File: config.mk
export PLATFORM = sky130hd
export DESIGN_NAME = time_keeper
export DESIGN_NICKNAME = d
export VERILOG_FILES = /design/src/rtl/clock_pkg.sv /design/src/rtl/tick_gen.sv /design/src/rtl/time_keeper.sv
export SDC_FILE = /design/constraint.sdc
export NUM_CORES = 1
export LEC_CHECK = 0
export CAP_MARGIN = 20
export CELL_PAD_IN_SITES_DETAIL_PLACEMENT = 0
export CELL_PAD_IN_SITES_GLOBAL_PLACEMENT = 1
export CORE_AREA = 3 3 76 96
export CTS_BUF_LIST = sky130_fd_sc_hd__clkbuf_4
export CTS_CLUSTER_SIZE = 14
export DETAILED_ROUTE_END_ITERATION = 6
export DIE_AREA = 0 0 79 99
export DONT_BUFFER_PORTS = 1
export PLACE_DENSITY_LB_ADDON = 0.1
export SYNTH_ARGS = -nofsm -noshare
export SYNTH_HDL_FRONTEND = slang
export SYNTH_SLANG_ARGS = --single-unit
File: constraint.sdc
create_clock -name clk -period 5.7 [get_ports clk]
set_input_delay 0.285 -clock clk [delete_from_list [all_inputs] [get_ports clk]]
set_output_delay 0.285 -clock clk [all_outputs]
set_load 0.02 [all_outputs]
File: src/rtl/clock_pkg.sv
// Shared calendar constants and helpers for the set, time-keeping and alarm stages.
package clock_pkg;

   localparam int unsigned SEC_W   = 6;
   localparam int unsigned MIN_W   = 6;
   localparam int unsigned HOUR_W  = 5;
   localparam int unsigned DAY_W   = 5;
   localparam int unsigned MONTH_W = 4;

   localparam logic [SEC_W-1:0]   MAX_SEC   = 6'd59;
   localparam logic [MIN_W-1:0]   MAX_MIN   = 6'd59;
   localparam logic [HOUR_W-1:0]  MAX_HOUR  = 5'd23;
   localparam logic [MONTH_W-1:0] MAX_MONTH = 4'd12;

   // Days in a month; no leap years. Out-of-range months fall to 31.
   function automatic logic [DAY_W-1:0] month_len(input logic [MONTH_W-1:0] month);
      logic [DAY_W-1:0] len;
      case (month)
         4'd2:                      len = 5'd28;
         4'd4, 4'd6, 4'd9, 4'd11:   len = 5'd30;
         default:                   len = 5'd31;
      endcase
      return len;
   endfunction

endpackage

File: src/rtl/tick_gen.sv
// One-second prescaler: counts 0..TICKS_PER_SEC-1 and flags the terminal cycle.
// tick is combinational so the consumer can register its update on the wrap edge.
module tick_gen #(
   parameter int unsigned TICKS_PER_SEC = 100_000_000,
   parameter int unsigned PRESC_W       = $clog2(TICKS_PER_SEC)
) (
   input  logic clk,
   input  logic rst,
   input  logic clr,
   input  logic en,
   output logic tick
);

   localparam logic [PRESC_W-1:0] TERM = PRESC_W'(TICKS_PER_SEC - 1);

   logic [PRESC_W-1:0] r_cnt;
   logic               w_term;

   assign w_term = (r_cnt == TERM);
   // Advance only when the count is live; a clear on the terminal cycle swallows the tick.
   assign tick   = en & ~clr & w_term;

   // Prescaler register: reset and clear restart the phase, !en freezes it.
   always_ff @(posedge clk) begin
      if (rst || clr) begin
         r_cnt <= '0;
      end else if (en) begin
         r_cnt <= w_term ? '0 : r_cnt + 1'b1;
      end
   end

endmodule

File: src/rtl/time_keeper.sv
// Free-running month/day/hour/minute/second counter, loaded from the set stage
// and advanced once per second by the prescaler.
module time_keeper
   import clock_pkg::*;
#(
   parameter int unsigned TICKS_PER_SEC = 100_000_000,
   parameter int unsigned PRESC_W       = $clog2(TICKS_PER_SEC)
) (
   input  logic               clk,
   input  logic               rst,
   input  logic               load,
   input  logic               hold,
   input  logic [SEC_W-1:0]   ld_sec,
   input  logic [MIN_W-1:0]   ld_min,
   input  logic [HOUR_W-1:0]  ld_hour,
   input  logic [DAY_W-1:0]   ld_day,
   input  logic [MONTH_W-1:0] ld_month,
   output logic [SEC_W-1:0]   sec,
   output logic [MIN_W-1:0]   min,
   output logic [HOUR_W-1:0]  hour,
   output logic [DAY_W-1:0]   day,
   output logic [MONTH_W-1:0] month,
   output logic               sec_tick,
   output logic               year_wrap
);

   logic [SEC_W-1:0]   r_sec;
   logic [MIN_W-1:0]   r_min;
   logic [HOUR_W-1:0]  r_hour;
   logic [DAY_W-1:0]   r_day;
   logic [MONTH_W-1:0] r_month;
   logic               r_sec_tick;
   logic               r_year_wrap;

   logic               w_tick;

   // Clamped load values
   logic [SEC_W-1:0]   w_ld_sec;
   logic [MIN_W-1:0]   w_ld_min;
   logic [HOUR_W-1:0]  w_ld_hour;
   logic [DAY_W-1:0]   w_ld_day;
   logic [MONTH_W-1:0] w_ld_month;
   logic [DAY_W-1:0]   w_ld_mlen;

   // Cascade carries and next values
   logic               w_sec_wrap;
   logic               w_min_wrap;
   logic               w_hour_wrap;
   logic               w_day_wrap;
   logic               w_year_wrap;
   logic [SEC_W-1:0]   w_sec_nx;
   logic [MIN_W-1:0]   w_min_nx;
   logic [HOUR_W-1:0]  w_hour_nx;
   logic [DAY_W-1:0]   w_day_nx;
   logic [MONTH_W-1:0] w_month_nx;

   tick_gen #(
      .TICKS_PER_SEC (TICKS_PER_SEC),
      .PRESC_W       (PRESC_W)
   ) u_tick_gen (
      .clk  (clk),
      .rst  (rst),
      .clr  (load),
      .en   (~hold),
      .tick (w_tick)
   );

   // Clamp the set-stage values into a legal date/time; day is bounded by the clamped month.
   always_comb begin
      w_ld_month = ld_month;
      if (ld_month == '0) begin
         w_ld_month = 4'd1;
      end else if (ld_month > MAX_MONTH) begin
         w_ld_month = MAX_MONTH;
      end
      w_ld_mlen = month_len(w_ld_month);
      w_ld_day  = ld_day;
      if (ld_day == '0) begin
         w_ld_day = 5'd1;
      end else if (ld_day > w_ld_mlen) begin
         w_ld_day = w_ld_mlen;
      end
      w_ld_hour = (ld_hour > MAX_HOUR) ? MAX_HOUR : ld_hour;
      w_ld_min  = (ld_min  > MAX_MIN)  ? MAX_MIN  : ld_min;
      w_ld_sec  = (ld_sec  > MAX_SEC)  ? MAX_SEC  : ld_sec;
   end

   // One-second advance with full carry chain resolved in a single cycle.
   always_comb begin
      w_sec_wrap  = (r_sec == MAX_SEC);
      w_min_wrap  = w_sec_wrap  && (r_min == MAX_MIN);
      w_hour_wrap = w_min_wrap  && (r_hour == MAX_HOUR);
      w_day_wrap  = w_hour_wrap && (r_day == month_len(r_month));
      w_year_wrap = w_day_wrap  && (r_month == MAX_MONTH);

      w_sec_nx   = w_sec_wrap ? '0 : r_sec + 1'b1;
      w_min_nx   = r_min;
      w_hour_nx  = r_hour;
      w_day_nx   = r_day;
      w_month_nx = r_month;
      if (w_sec_wrap) begin
         w_min_nx = w_min_wrap ? '0 : r_min + 1'b1;
      end
      if (w_min_wrap) begin
         w_hour_nx = w_hour_wrap ? '0 : r_hour + 1'b1;
      end
      if (w_hour_wrap) begin
         w_day_nx = w_day_wrap ? 5'd1 : r_day + 1'b1;
      end
      if (w_day_wrap) begin
         w_month_nx = w_year_wrap ? 4'd1 : r_month + 1'b1;
      end
   end

   // Time registers: rst > load > hold > count. Hold is implicit since w_tick needs en.
   always_ff @(posedge clk) begin
      if (rst) begin
         r_sec       <= '0;
         r_min       <= '0;
         r_hour      <= '0;
         r_day       <= 5'd1;
         r_month     <= 4'd1;
         r_sec_tick  <= 1'b0;
         r_year_wrap <= 1'b0;
      end else if (load) begin
         r_sec       <= w_ld_sec;
         r_min       <= w_ld_min;
         r_hour      <= w_ld_hour;
         r_day       <= w_ld_day;
         r_month     <= w_ld_month;
         r_sec_tick  <= 1'b0;
         r_year_wrap <= 1'b0;
      end else begin
         r_sec_tick  <= w_tick;
         r_year_wrap <= w_tick && w_year_wrap;
         if (w_tick) begin
            r_sec   <= w_sec_nx;
            r_min   <= w_min_nx;
            r_hour  <= w_hour_nx;
            r_day   <= w_day_nx;
            r_month <= w_month_nx;
         end
      end
   end

   assign sec       = r_sec;
   assign min       = r_min;
   assign hour      = r_hour;
   assign day       = r_day;
   assign month     = r_month;
   assign sec_tick  = r_sec_tick;
   assign year_wrap = r_year_wrap;

endmodule

# Word-level counts from Yosys, hierarchy flattened
# Index checks and enable logic that the tools add are counted.
totals:
  reg_bits: 55
  latch_bits: 0
  ram_bits: 0
  rom_bits: 0
  inputBits: 30
  word_cells: 88
  memories: 0
classes:
  add_sub_neg: 6
  n_mul: 0
  div: 0
  magnitude_cmp: 5
  n_eq_ne: 16
  shift: 0
  mux: 29
  n_bitwise: 4
  reduce_logical: 20
ops:
  columns: ["operator", "count"]
  rows:
  - ["5-bit 2-to-1 mux", 11]
  - ["6-bit 2-to-1 mux", 9]
  - ["27-bit by 1-bit adder with 27-bit output, second input constant", 1]
  - ["27-bit equality test, second input constant", 1]
  - ["27-bit 2-to-1 mux", 1]
  - ["4-bit 2-to-1 mux", 6]
  - ["4-bit equality test, second input constant", 5]
  - ["4-bit by 3-bit equality test with 1-bit output, second input constant", 4]
  - ["6-bit by 1-bit adder with 6-bit output, second input constant", 2]
  - ["6-bit equality test, second input constant", 2]
  - ["6-bit > comparator, second input constant", 2]
  - ["5-bit by 1-bit adder with 5-bit output, second input constant", 2]
  - ["2-bit nonzero test", 5]
  - ["4-bit by 2-bit equality test with 1-bit output, second input constant", 2]
  - ["2-bit case mux with 2 select lines", 2]
  - ["2-bit AND reduction", 4]
  - ["4-bit OR reduction", 2]
  - ["5-bit equality test", 1]
  - ["5-bit equality test, second input constant", 1]
  - ["5-bit > comparator", 1]
  - ["5-bit > comparator, second input constant", 1]
  - ["1-bit logical AND", 5]
  - ["5-bit logical NOT", 1]
  - ["4-bit by 1-bit adder with 4-bit output, second input constant", 1]
  - ["other kinds (6)", 8]

# Logic depth before layout (Yosys ltp)
# Gate-level depths: netlist of run 1.
depth:
  word_depth: 10
  ltp_mapped: 8
  ltp_nobuf: 8

# By module
# From an unflattened synthesis of run 1, not the netlist that was laid out.
hier_totals:
  cells_unflattened: 418
  area_unflattened_um2: 3360.7
by_module_without_submodules:
  columns: ["module", "n_inst", "cells_per_inst", "area_each_um2"]
  rows:
  - ["time_keeper", 1, 265, 2025.7]
  - ["tick_gen", 1, 153, 1335.0]

# Least setup slack after synthesis of run 1
# Ideal clock, no wire load.
synth_path:
  path_type: "register to register"
  startpoint: "register r_sec[0], in the netlist sec[0]"
  endpoint: "register r_hour[0], in the netlist hour[0]"
  arrival_ps: 2096
  t_required_ps: 5609
  slack_ps: 3513
  stages_incl_launch_ff: 7
  period_less_slack_ps: 2187
  path_cell_list: "dfxtp_1 -> ha_1 -> or2b_1 -> nor4_1 -> nand3_2 -> or3_1 -> a311oi_1"
synth_between:
  elab_chain_cells: 7
synth_lines:
  columns: ["item", "line", "rtl"]
  rows:
  - ["start, declared", "time_keeper.sv:27", "logic [SEC_W-1:0] r_sec;"]
  - ["start signal, assigned", "time_keeper.sv:126", "r_sec <= w_ld_sec;"]
  - ["start signal, assigned", "time_keeper.sv:137", "r_sec <= w_sec_nx;"]
  - ["6-bit equality test *", "time_keeper.sv:90", "w_sec_wrap = (r_sec == MAX_SEC);"]
  - ["1-bit logical AND *", "time_keeper.sv:91", "w_min_wrap = w_sec_wrap && (r_min == MAX_MIN);"]
  - ["1-bit logical AND", "time_keeper.sv:92", "w_hour_wrap = w_min_wrap && (r_hour == MAX_HOUR);"]
  - ["5-bit 2-to-1 mux", "time_keeper.sv:105", "w_hour_nx = w_hour_wrap ? '0 : r_hour + 1'b1;"]
  - ["5-bit 2-to-1 mux", "time_keeper.sv:104", "if (w_min_wrap) begin"]
  - ["5-bit 2-to-1 mux", "time_keeper.sv:136", "if (w_tick) begin"]
  - ["5-bit 2-to-1 mux", "time_keeper.sv:125", "end else if (load) begin"]
  - ["end signal, assigned", "time_keeper.sv:128", "r_hour <= w_ld_hour;"]
  - ["end signal, assigned", "time_keeper.sv:139", "r_hour <= w_hour_nx;"]
  - ["end, declared", "time_keeper.sv:29", "logic [HOUR_W-1:0] r_hour;"]
# Every way passes the cells marked *; elsewhere a longest branch is shown, timed or not. The select of a mux whose other input is x is not followed.
# A chain may end at the register's enable or synchronous reset.

# Worst setup path in the final report of run 1
# Same ends and word-level chain as after synthesis.

==> results of run 1 <==
how the worst max path moves through the flow:
stage,cells after the start,start,slack [ns],endpoint
floorplan,6,sec[0],3.51,hour[0]
global placement,6,sec[0],3.16,hour[0]
detailed placement,6,sec[0],3.20,hour[0]
CTS,6,sec[0],3.13,hour[0]
global route,6,sec[0],2.95,hour[0]
finish,6,sec[0],3.13,hour[0]
cell usage after synthesis (3+ instances only):
cell type  number
nor2_1         58
dfxtp_1        55
nand2_1        27
inv_1          21
nand3_1        20
xnor2_1        20
a21oi_1        14
clkbuf_1       13
nand4_1        12
ha_1           11
nor3_1         11
and3_1          9
nor4_1          9
mux2i_1         8
a31oi_1         7
o21ai_0         6
xor2_1          6
a311oi_1        5
a32oi_1         5
and4_1          5
nand4b_1        5
o31ai_1         5
or4_1           5
and2_1          4
nor2b_1         4
a211oi_1        3
nand3b_1        3
nor3b_1         3
nor4_4          3
o21bai_1        3
o22ai_1         3
routing by layer:
layer	global-route usage, %	up-vias	routed length [um]
met4	5.56	0	103
li1	-	1491	-
met2	37.7	58	4160
met5	0	-	0
met3	4.94	8	392
met1	27.5	1406	3600
kinds of logic (layout without fill, tap and decap cells):
| kind of cell | Yosys count | count (layout) | share of synthesized area, % |
|---|---|---|---|
| simple gates | 196 | 196 | 33.4 |
| compound gates | 73 | 73 | 15.6 |
| flops | 55 | 55 | 32.7 |
| buf+inv | 36 | 31 | 4.46 |
| xor+xnor | 26 | 26 | 6.76 |
| fa+ha+maj | 11 | 11 | 4.09 |
| mux | 10 | 10 | 3.05 |
worst max-delay path, cell delays in order, from the launching register on:
cell	delay (ns)
dfxtp_1	0.55
ha_1	0.28
or2b_1	0.29
nor4_1	0.54
nand3_2	0.19
or3_1	0.38
a311oi_1	0.26
stage by stage:
step | hold WS, ns | instance area, um^2 | instances
after detailed placement | 0.360 | 3410 | 479
after CTS | 0.0211 | 3530 | 489
after global placement | 0.360 | 3410 | 479
after floorplan | 0.430 | 3370 | 407
final | 0.0388 | 3530 | 489
after global routing | 0.00908 | 3530 | 489
power breakdown:
group          total [W]  leakage (nW)  switching (W)  internal, W
clock network   0.000263        0.0559       0.000122     0.000142
logic          0.0000662         0.767      0.0000347    0.0000315
registers       0.000436         0.449      0.0000382     0.000398
total           0.000766          1.27       0.000195     0.000571
final cells by class:
| type | instances | area, um^2 | share of cell area [%] |
|---|---|---|---|
| repair buffers | 2 | 20.0 | 0.567 |
| well taps | 87 | 109 | 3.08 |
| clock inverters | 2 | 60.1 | 1.70 |
| clock buffers | 6 | 45.0 | 1.28 |
| multi-input cells | 316 | 2120 | 60.0 |
| inverters | 21 | 78.8 | 2.23 |
| flip-flops and latches | 55 | 1100 | 31.2 |
state kept, by name, summed over array words and instances (netlist names):
name and count:
sec 6, hour 5, year_wrap 1, u_tick_gen.r_cnt 27, min 6, day 5, month 4, sec_tick 1
==> summary.md, run 1 <==
| Metric | Value |
|---|---|
| Setup crit end kind | `register` |
| Hold Buf Count CTS | `2` |
| Root buffer cell | `clkbuf_4` |
| Die Span X | `about 80 um` |
| Gr ovfl total | `0` |
| Worst hold path class | `in -> reg` |
| CTS tree | `done` |
| Pin count of the biggest net entering global routing | `42` |
| Cell area after synthesis | `3370 um^2` |
| Post-synth cell types | `63` |
| Minimum clock period | `~2.6 ns` |
| Clock Path Buffers | `2` |
| Final Util | `54.1%` |
| Wirelength per Cell | `about 17 um` |
| Antenna diodes | `0` |
| Max-slew violations | `0` |
| Commonest non-fill, non-tap cells in the layout | `58 x nor2_1, 55 x dfxtp_1, 27 x nand2_1, 21 x inv_1` |
| Final-report hold violation count | `0` |
| Leakage | `1.27 nW` |
| Drt pass-1 iters | `4` |
| Cell taking the most area after synthesis | `dfxtp_1` |
| Setup violators final | `0` |
| Most common cell after layout, fill and taps aside | `nor2_1` |
| RSZ-0062 raised after global routing | `false` |
| Seq/Total Area, Yosys | `about a third` |
| Final HPWL DP | `slightly below 6000 um` |
| GRT Total Usage | `21.9%` |
| Final worst setup slack | `around 3.1 ns` |
| Seq cells post-synth | `55` |
| R2r startpoint | `sec[0]` |
| Slew margin rel. | `41.4%` |
| Clk pin slew, worst setup/hold paths | `0.15 ns` |
| CP Class | `reg -> reg` |
| Power per cell area | `217 nW/um^2` |
| First-pass GRT wire length | `14,000 um` |
| Depth of the worst register-to-register path | `6` |
| Ratio of final minimum period to clock period | `about 45%` |
| WP data arrival | `2.85 ns` |
| Worst-margin pin slew | `0.877 ns` |
| Hold Path End | `month[2]` |
| Setup bufs post-CTS | `0` |
| Crit start category | `register` |
| Gate Count Post-Synth | `407` |
| Pwr Total | `0.000766 W` |
| Placer Congestion | `approximately 0.85` |
| H-Tree Depth | `2` |
| Clock latency on the worst-skew pair | `0.37 ns` |
| 1st-iter DRT viols | `141` |
| Port bufs | `0` |
| Critical path data required time | `5.98 ns` |
| Cell Rows | `33` |
| Fillers | `677` |
| Final net count | `between 400 and 500` |
| Post-synth EDFFs | `0` |
| Core area | `6520 um^2` |
| Hold Crit Depth | `2` |
| Status | `finished, final reports clean` |
| Vias per cell | `6.06` |
| Synth top area share | `32.7%` |
| Peak supply drop | `0.000106 V` |
| FFs w/ async S/R, synth | `0%` |
| Crit Reg-Reg Endpoint | `hour[0]` |
| CTS buffer count | `5` |
| Initial antenna violation count | `0` |
| Dpl ws | `3.20 ns` |
| Syn_area_per_cell | `between 8 and 9 um^2` |
| Post-route ant nets | `0` |
| YS warnings | `0` |
| Fin Clk Skew | `0.00452 ns` |
| Sink Count | `55` |
| P&R area growth vs syn | `4.83%` |
| Synth area leaders | `dfxtp_1 33%, nor2_1 6.5%, xnor2_1 5.2%` |
| Share of cells above drive strength 1 | `5.22%` |
| Main synth FF type | `dfxtp_1` |
| Hold Crit Start | `rst` |
| Vias in the first global route | `2,871` |
| Max_cap viols | `0` |
| CP max FO | `5` |
| Post-cts repair resize count | `0` |
| DRT Wirelength | `8260 um` |
| R2R setup slack | `approximately 3.1 ns` |
| Die height | `about 99 um` |
| DR DRC count | `0` |
| Setup TNS | `0 ns` |
| Routed via count | `2,963` |
| I/O pins | `58` |
| DIE AREA | `7820 um^2` |
| Starting Density | `between 50% and 60%` |
| Highest clock rate | `390 MHz` |
| Synthesized Nets | `448` |
(Power assumes the default switching activity.)
==> run 2: changes to the inputs <==
- CORE_AREA: 3 3 76 96 -> 3 3 83 104
- DIE_AREA: 0 0 79 99 -> 0 0 86 107
- clock period: 5.7 -> 2.3 ns (I/O delays scaled with it)
==> run 2 against run 1 <==
Final area rose by 15%; clock skew rose by 0.0020 ns; register-to-register slack worse by 3.0 ns; critical path type unchanged; largest power group unchanged.
==> summary.md, run 2 (synthesis gave the netlist of run 1 again) <==
| Metric | Value |
|---|---|
| Clock latency on the worst-skew pair | `0.38 ns (about the same)` |
| Sw Share | `30.3% (+4.9 points)` |
| Setup violators final | `0 (unchanged)` |
| Pin count of the biggest net entering global routing | `31 (-26%)` |
| Slew margin rel. | `58.9% (+18 points)` |
| Final-report hold violation count | `0 (unchanged)` |
| Worst hold slack | `0.0192 ns (-0.0196 ns)` |
| Fin Clk Skew | `0.00656 ns (+0.00204 ns)` |
| I/O pins | `58 (unchanged)` |
| Dpl ws | `0.0919 ns (-3.11 ns)` |
| Clk pin slew, worst setup/hold paths | `0.17 ns (+0.02 ns)` |
| Core area | `7790 um^2 (+19%)` |
| DRT Wirelength | `9280 um (+12%)` |
| Vias in the first global route | `3,208 (+12%)` |
| Final worst setup slack | `0.139 ns (-2.99 ns)` |
| Ratio of final minimum period to clock period | `94.0% (+49 points)` |
| Status | `finished, final reports clean` |
| Biggest register | `u_tick_gen.r_cnt` |
| Vias per cell | `5.83 (-3.8%)` |
| Crit start category | `register` |
| Root buffer cell | `clkbuf_4` |
| Clock power share | `25.6% (-8.8 points)` |
| Final HPWL DP | `6610 um (+12%)` |
| Wirelength per Cell | `16.6 um (-1.5%)` |
| Clock Path Buffers | `2 (unchanged)` |
| Routed via count | `3,251 (+9.7%)` |
| Initial antenna violation count | `0 (unchanged)` |
| Commonest non-fill, non-tap cells in the layout | `57 x nor2_1, 55 x dfxtp_1, 34 x buf_4, 27 x nand2_1, 26 x dlygate4sd3_1` |
| P_int | `0.00127 W (+120%)` |
| Power per cell area | `448 nW/um^2 (+110%)` |
| Cell Rows | `36 (+9.1%)` |
| Dpl cell area | `3680 um^2 (+8.2%)` |
| Gr ovfl total | `0 (unchanged)` |
| H-Tree Depth | `2 (unchanged)` |
| Post-Layout Inst Area | `4060 um^2 (+15%)` |
| Starting Density | `43.2% (-8.4 points)` |
| P&R area growth vs syn | `20.5%` |
| DR DRC count | `0 (unchanged)` |
| Share of cells above drive strength 1 | `13.0% (+7.7 points)` |
| Die Span X | `86 um (+8.9%)` |
| Post-route ant nets | `0 (unchanged)` |
| Leakage | `1.55 nW (+22%)` |
| CP Class | `reg -> reg` |
| Worst hold path class | `in -> reg` |
| Port bufs | `0 (unchanged)` |
| Die height | `107 um (+8.1%)` |
| WP data arrival | `2.46 ns (-0.39 ns)` |
| First-pass GRT wire length | `15,500 um (+10%)` |
| Hold Crit Depth | `3 (+1)` |
| Peak supply drop | `0.000207 V (+94%)` |
| Largest register FFs | `27 (unchanged)` |
| CTS buffer count | `5 (unchanged)` |
| Drt pass-1 iters | `4 (unchanged)` |
| DIE AREA | `9200 um^2 (+18%)` |
| CP max FO | `6 (+1)` |
| Max_cap viols | `0 (unchanged)` |
| NetSw | `0.000551 W (+180%)` |
| Fillers | `779 (+15%)` |
| Highest clock rate | `463 MHz (+19%)` |
| Sink Count | `55 (unchanged)` |
| GRT Total Usage | `20.5% (-1.4 points)` |
| Placer Congestion | `0.800 (-6.2%)` |
| CTS tree | `done` |
| Critical path data required time | `2.59 ns (-3.39 ns)` |
| 1st-iter DRT viols | `142 (+0.71%)` |
| Flop pwr share | `55.7% (-1.3 points)` |
| Depth of the worst register-to-register path | `6 (unchanged)` |
| Final net count | `503 (+14%)` |
| Worst-margin pin slew | `0.615 ns (-0.262 ns)` |
| Antenna diodes | `0 (unchanged)` |
| Setup TNS | `0 ns (unchanged)` |
| Setup crit end kind | `register` |
| Minimum clock period | `2.16 ns (-0.406 ns)` |
| Max-slew violations | `0 (unchanged)` |
| Most common cell after layout, fill and taps aside | `nor2_1` |
| Gate power share | `18.6% (+10 points)` |
[run 2: cell count changes in the layout (fill, tap and decap cells not counted), sizes merged]
cell | previous run | this run
inv | 21 | 23
buf | 0 | 37
clkbuf | 6 | 5
clkinvlp | 0 | 1
dlygate4sd3 | 2 | 26
bufinv | 2 | 0
[run 2: cell type report]
class / instances / area, um^2 / area share [%]
multi-input cells: 316 / 2130 / 52.4
flip-flops and latches: 55 / 1100 / 27.1
repair buffers: 63 / 567 / 14.0
well taps: 95 / 119 / 2.93
inverters: 21 / 78.8 / 1.94
clock buffers: 5 / 37.5 / 0.925
clock inverters: 3 / 27.5 / 0.678
[run 2: timing repair]
| item | CTS | global route |
|---|---|---|
| resized for setup | 0 | 2 |
| endpoints found under the setup margin | 0 | 9 |
| buffers inserted | 0 | 1 |
| endpoints found under the hold margin | 32 | 0 |
| hold buffers | 27 | 0 |
[run 2: through the flow]
step,instances,util [%],total power [W]
floorplan,407,-,0.00123
global placement,521,47.3,0.00131
detailed placement,521,47.3,0.00131
CTS,556,51.7,0.00185
global route,558,52.1,0.00192
finish,558,52.1,0.00182
[run 2: layer usage]
metal  track usage [%]  part of all wire [%]  wire length (um)  vias to the layer above
li1                  -                     -                 -                     1623
met1              25.4                    43              4010                     1538
met2              36.8                    51              4730                       86
met3              3.54                   5.1               472                        4
met4              4.52                  0.63                58                        0
met5                 0                     0                 0                        -
[run 2: critical path, stage by stage, from the launching register on]
cell and delay, ns:
dfxtp_1 0.38, ha_1 0.25, nand4b_1 0.14, or4_1 0.56
nor4_4 0.37, nor3_1 0.10, a211o_1 0.28
[run 2: power groups by stage]
| stage | logic (W) | registers [W] | clock network [W] |
|---|---|---|---|
| global route | 0.000373 | 0.00102 | 0.000524 |
| CTS | 0.000336 | 0.00101 | 0.000499 |
| detailed placement | 0.000278 | 0.00103 | 0 |
| global placement | 0.000274 | 0.00103 | 0 |
| floorplan | 0.000147 | 0.00108 | 0 |
| finish | 0.000339 | 0.00101 | 0.000467 |
[run 2: worst paths after layout]
path / startpoint / slack (ns) / to
setup / recovery: hour[0] / 0.14 / day[0]
setup reg to reg: hour[0] / 0.14 / day[0]
hold reg to reg: u_tick_gen.r_cnt[26] / 0.56 / u_tick_gen.r_cnt[26]
hold / removal: load / 0.02 / month[2]
==> run 3: changes to the inputs <==
- CORE_AREA: 3 3 83 104 -> 3 3 71 122
- DIE_AREA: 0 0 86 107 -> 0 0 74 125
==> run 3 against run 2 <==
Fmax increased by 1.2%; wire length increased by 3.1%; core utilization increased by 0.26 points; non-clock buffer count increased by 3; first-iteration DRC count decreased by 13%; clock skew increased by 0.014 ns; combinational power decreased by 1%; via count increased by 1.8%; critical path depth unchanged; hold slack improved by 0.0046 ns; clock power decreased by 10%; die area increased by 0.52%; critical endpoint is now sec[5]; largest cell class unchanged.
==> summary.md, run 3 (synthesis gave the netlist of run 1 again) <==
| Metric | Value |
|---|---|
| Status | `finished, final reports clean` |
| Clock latency on the worst-skew pair | `0.40 ns (+0.02 ns)` |
| Vias per cell | `5.99 (+2.9%)` |
| Vias in the first global route | `3,314 (+3.3%)` |
| Met1 Routed Length | `3700 um (-7.7%)` |
| R2r startpoint | `u_tick_gen.r_cnt[0]` |
| Placer Congestion | `0.819 (+2.5%)` |
| Starting Density | `43.6% (+0.38 points)` |
| Final net count | `506 (+0.60%)` |
| Crit path cell chain | `ha_1 -> nand4b_2 -> or2_1 -> nor3_4 -> a21boi_0 -> o31a_1` |
| Fin Clk Skew | `0.0206 ns (+0.0140 ns)` |
| Setup crit end kind | `register` |
| Crit Reg-Reg Endpoint | `sec[5]` |
| Depth of the worst register-to-register path | `6 (unchanged)` |
| CTS buffer count | `5 (unchanged)` |
| DR DRC count | `0 (unchanged)` |
| Setup TNS | `0 ns (unchanged)` |
| CP Buf/Inv Count | `0 (unchanged)` |
| Setup violators final | `0 (unchanged)` |
| Initial antenna violation count | `0 (unchanged)` |
| WP data arrival | `2.43 ns (-0.03 ns)` |
| Port bufs | `0 (unchanged)` |
| Worst hold path class | `in -> reg` |
| Max-slew violations | `0 (unchanged)` |
| Clk pin slew, worst setup/hold paths | `0.14 ns (-0.03 ns)` |
| Crit start category | `register` |
| I/O pins | `58 (unchanged)` |
| Hold Crit Depth | `4 (+1)` |
| WP depth | `6 (unchanged)` |
| Leakage | `1.55 nW (+0.22%)` |
| Area of the multi-input gates | `2120 um^2 (-0.35%)` |
| Post-route ant nets | `0 (unchanged)` |
| Share of cells above drive strength 1 | `12.9% (-0.028 points)` |
| Minimum clock period | `2.14 ns (-0.0258 ns)` |
| Largest stage delay, worst path | `0.43 ns (-0.13 ns)` |
| Hold Crit Start | `ld_month[3]` |
| Peak supply drop | `0.000372 V (+80%)` |
| DIE AREA | `9250 um^2 (+0.52%)` |
| Largest delay share family, worst path | `simple AND/OR/NAND/NOR gates` |
| Die Span X | `74 um (-14%)` |
| Fillers | `767 (-1.5%)` |
| Final-report hold violation count | `0 (unchanged)` |
| Pwr Total | `0.00177 W (-2.7%)` |
| RSZ-0062 raised after global routing | `false` |
| Wirelength per Cell | `17.3 um (+4.2%)` |
| Gr ovfl total | `0 (unchanged)` |
| Sink Count | `55 (unchanged)` |
| Die height | `125 um (+17%)` |
| Biggest register | `u_tick_gen.r_cnt` |
| Met3 WL | `407 um (-14%)` |
| Largest register FFs | `27 (unchanged)` |
| Core area | `7720 um^2 (-0.87%)` |
| Highest clock rate | `468 MHz (+1.2%)` |
| DRT Wirelength | `9560 um (+3.1%)` |
| R2R setup slack | `0.16 ns (+0.03 ns)` |
| Met2 wire length | `5130 um (+8.5%)` |
| Critical path origin | `u_tick_gen.r_cnt[0]` |
| Routed via count | `3,308 (+1.8%)` |
| Cell Rows | `42 (+17%)` |
| P&R area growth vs syn | `20.0%` |
| Critical path data required time | `2.59 ns (about the same)` |
| Ratio of final minimum period to clock period | `92.8% (-1.1 points)` |
| Post-Layout Inst Area | `4040 um^2 (-0.37%)` |
| Max_cap viols | `0 (unchanged)` |
| Slew margin rel. | `58.5% (-0.47 points)` |
| H-Tree Depth | `2 (unchanged)` |
| Hold Path End | `month[1]` |
| Final HPWL DP | `6970 um (+5.5%)` |
| Setup bufs post-CTS | `0 (unchanged)` |
| Register area | `1100 um^2 (unchanged)` |
| CP max FO | `9 (+3)` |
| Pin count of the biggest net entering global routing | `31 (unchanged)` |
| Dpl cell area | `3700 um^2 (+0.58%)` |
| Worst-margin pin slew | `0.621 ns (+0.00569 ns)` |
| Highest metal layer with signal wires | `met4` |
| Root buffer cell | `clkbuf_4` |
| CTS tree | `done` |
| Power per cell area | `438 nW/um^2 (-2.3%)` |
| Drt pass-1 iters | `4 (unchanged)` |
| GRT Total Usage | `21.0% (+0.49 points)` |
| CP Class | `reg -> reg` |
| Most common cell after layout, fill and taps aside | `nor2_1` |
| CP max-delay cell | `nor3_4` |
| Commonest non-fill, non-tap cells in the layout | `58 x nor2_1, 55 x dfxtp_1, 37 x buf_4, 27 x nand2_1, 26 x dlygate4sd3_1` |
| Antenna diodes | `0 (unchanged)` |
| First-pass GRT wire length | `15,600 um (+0.63%)` |
| 1st-iter DRT viols | `124 (-13%)` |
| Clock Path Buffers | `2 (unchanged)` |
==> run 3: power breakdown <==
| part | internal [W] | switching [W] | leakage, nW |
|---|---|---|---|
| Combinational | 0.000148 | 0.000187 | 1.07 |
| Sequential | 0.000986 | 0.0000295 | 0.449 |
| Clock | 0.000121 | 0.000299 | 0.0276 |
==> run 3: worst max path at each step <==
stage / end
global route: sec[5]
detailed placement: sec[5]
floorplan: hour[0]
finish: sec[5]
global placement: hour[0]
CTS: sec[5]
==> run 3: timing repair <==
action | CTS | global route
hold buffers | 26 | 0
resized for setup | 0 | 1
endpoints found under the setup margin | 0 | 1
endpoints found under the hold margin | 31 | 0
==> run 3: layout make-up <==
cell class                 instances  share of cell area (%)
multi-input combinational        316                    52.4
sequential                        55                    27.2
timing repair buffer              66                    14.5
tap                               88                    2.72
inverter                          21                    1.95
clock buffer                       6                    1.11
==> run 3: worst register-to-register path: stages (launching register included) <==
cell,delay [ns]
dfxtp_1,0.39
ha_1,0.19
nand4b_2,0.17
or2_1,0.38
nor3_4,0.43
a21boi_0,0.17
o31a_1,0.30
==> run 3: metal layers <==
layer  GRT usage, %  vias to the layer above
met3           3.61                       26
met1           22.8                     1594
li1               -                     1617
met4           8.96                        0
met2           38.3                       71
met5              0                        -
==> run 3: metrics by stage <==
step / util (%) / worst slack [ns] / std cells / hold WS [ns]
floorplan: - / 0.113 / 407 / 0.260
global placement: 48.0 / 0.145 / 518 / 0.189
detailed placement: 48.0 / 0.153 / 518 / 0.190
CTS: 51.9 / 0.124 / 550 / 0.00447
global route: 52.3 / 0.000701 / 552 / 0.0251
finish: 52.3 / 0.165 / 552 / 0.0238
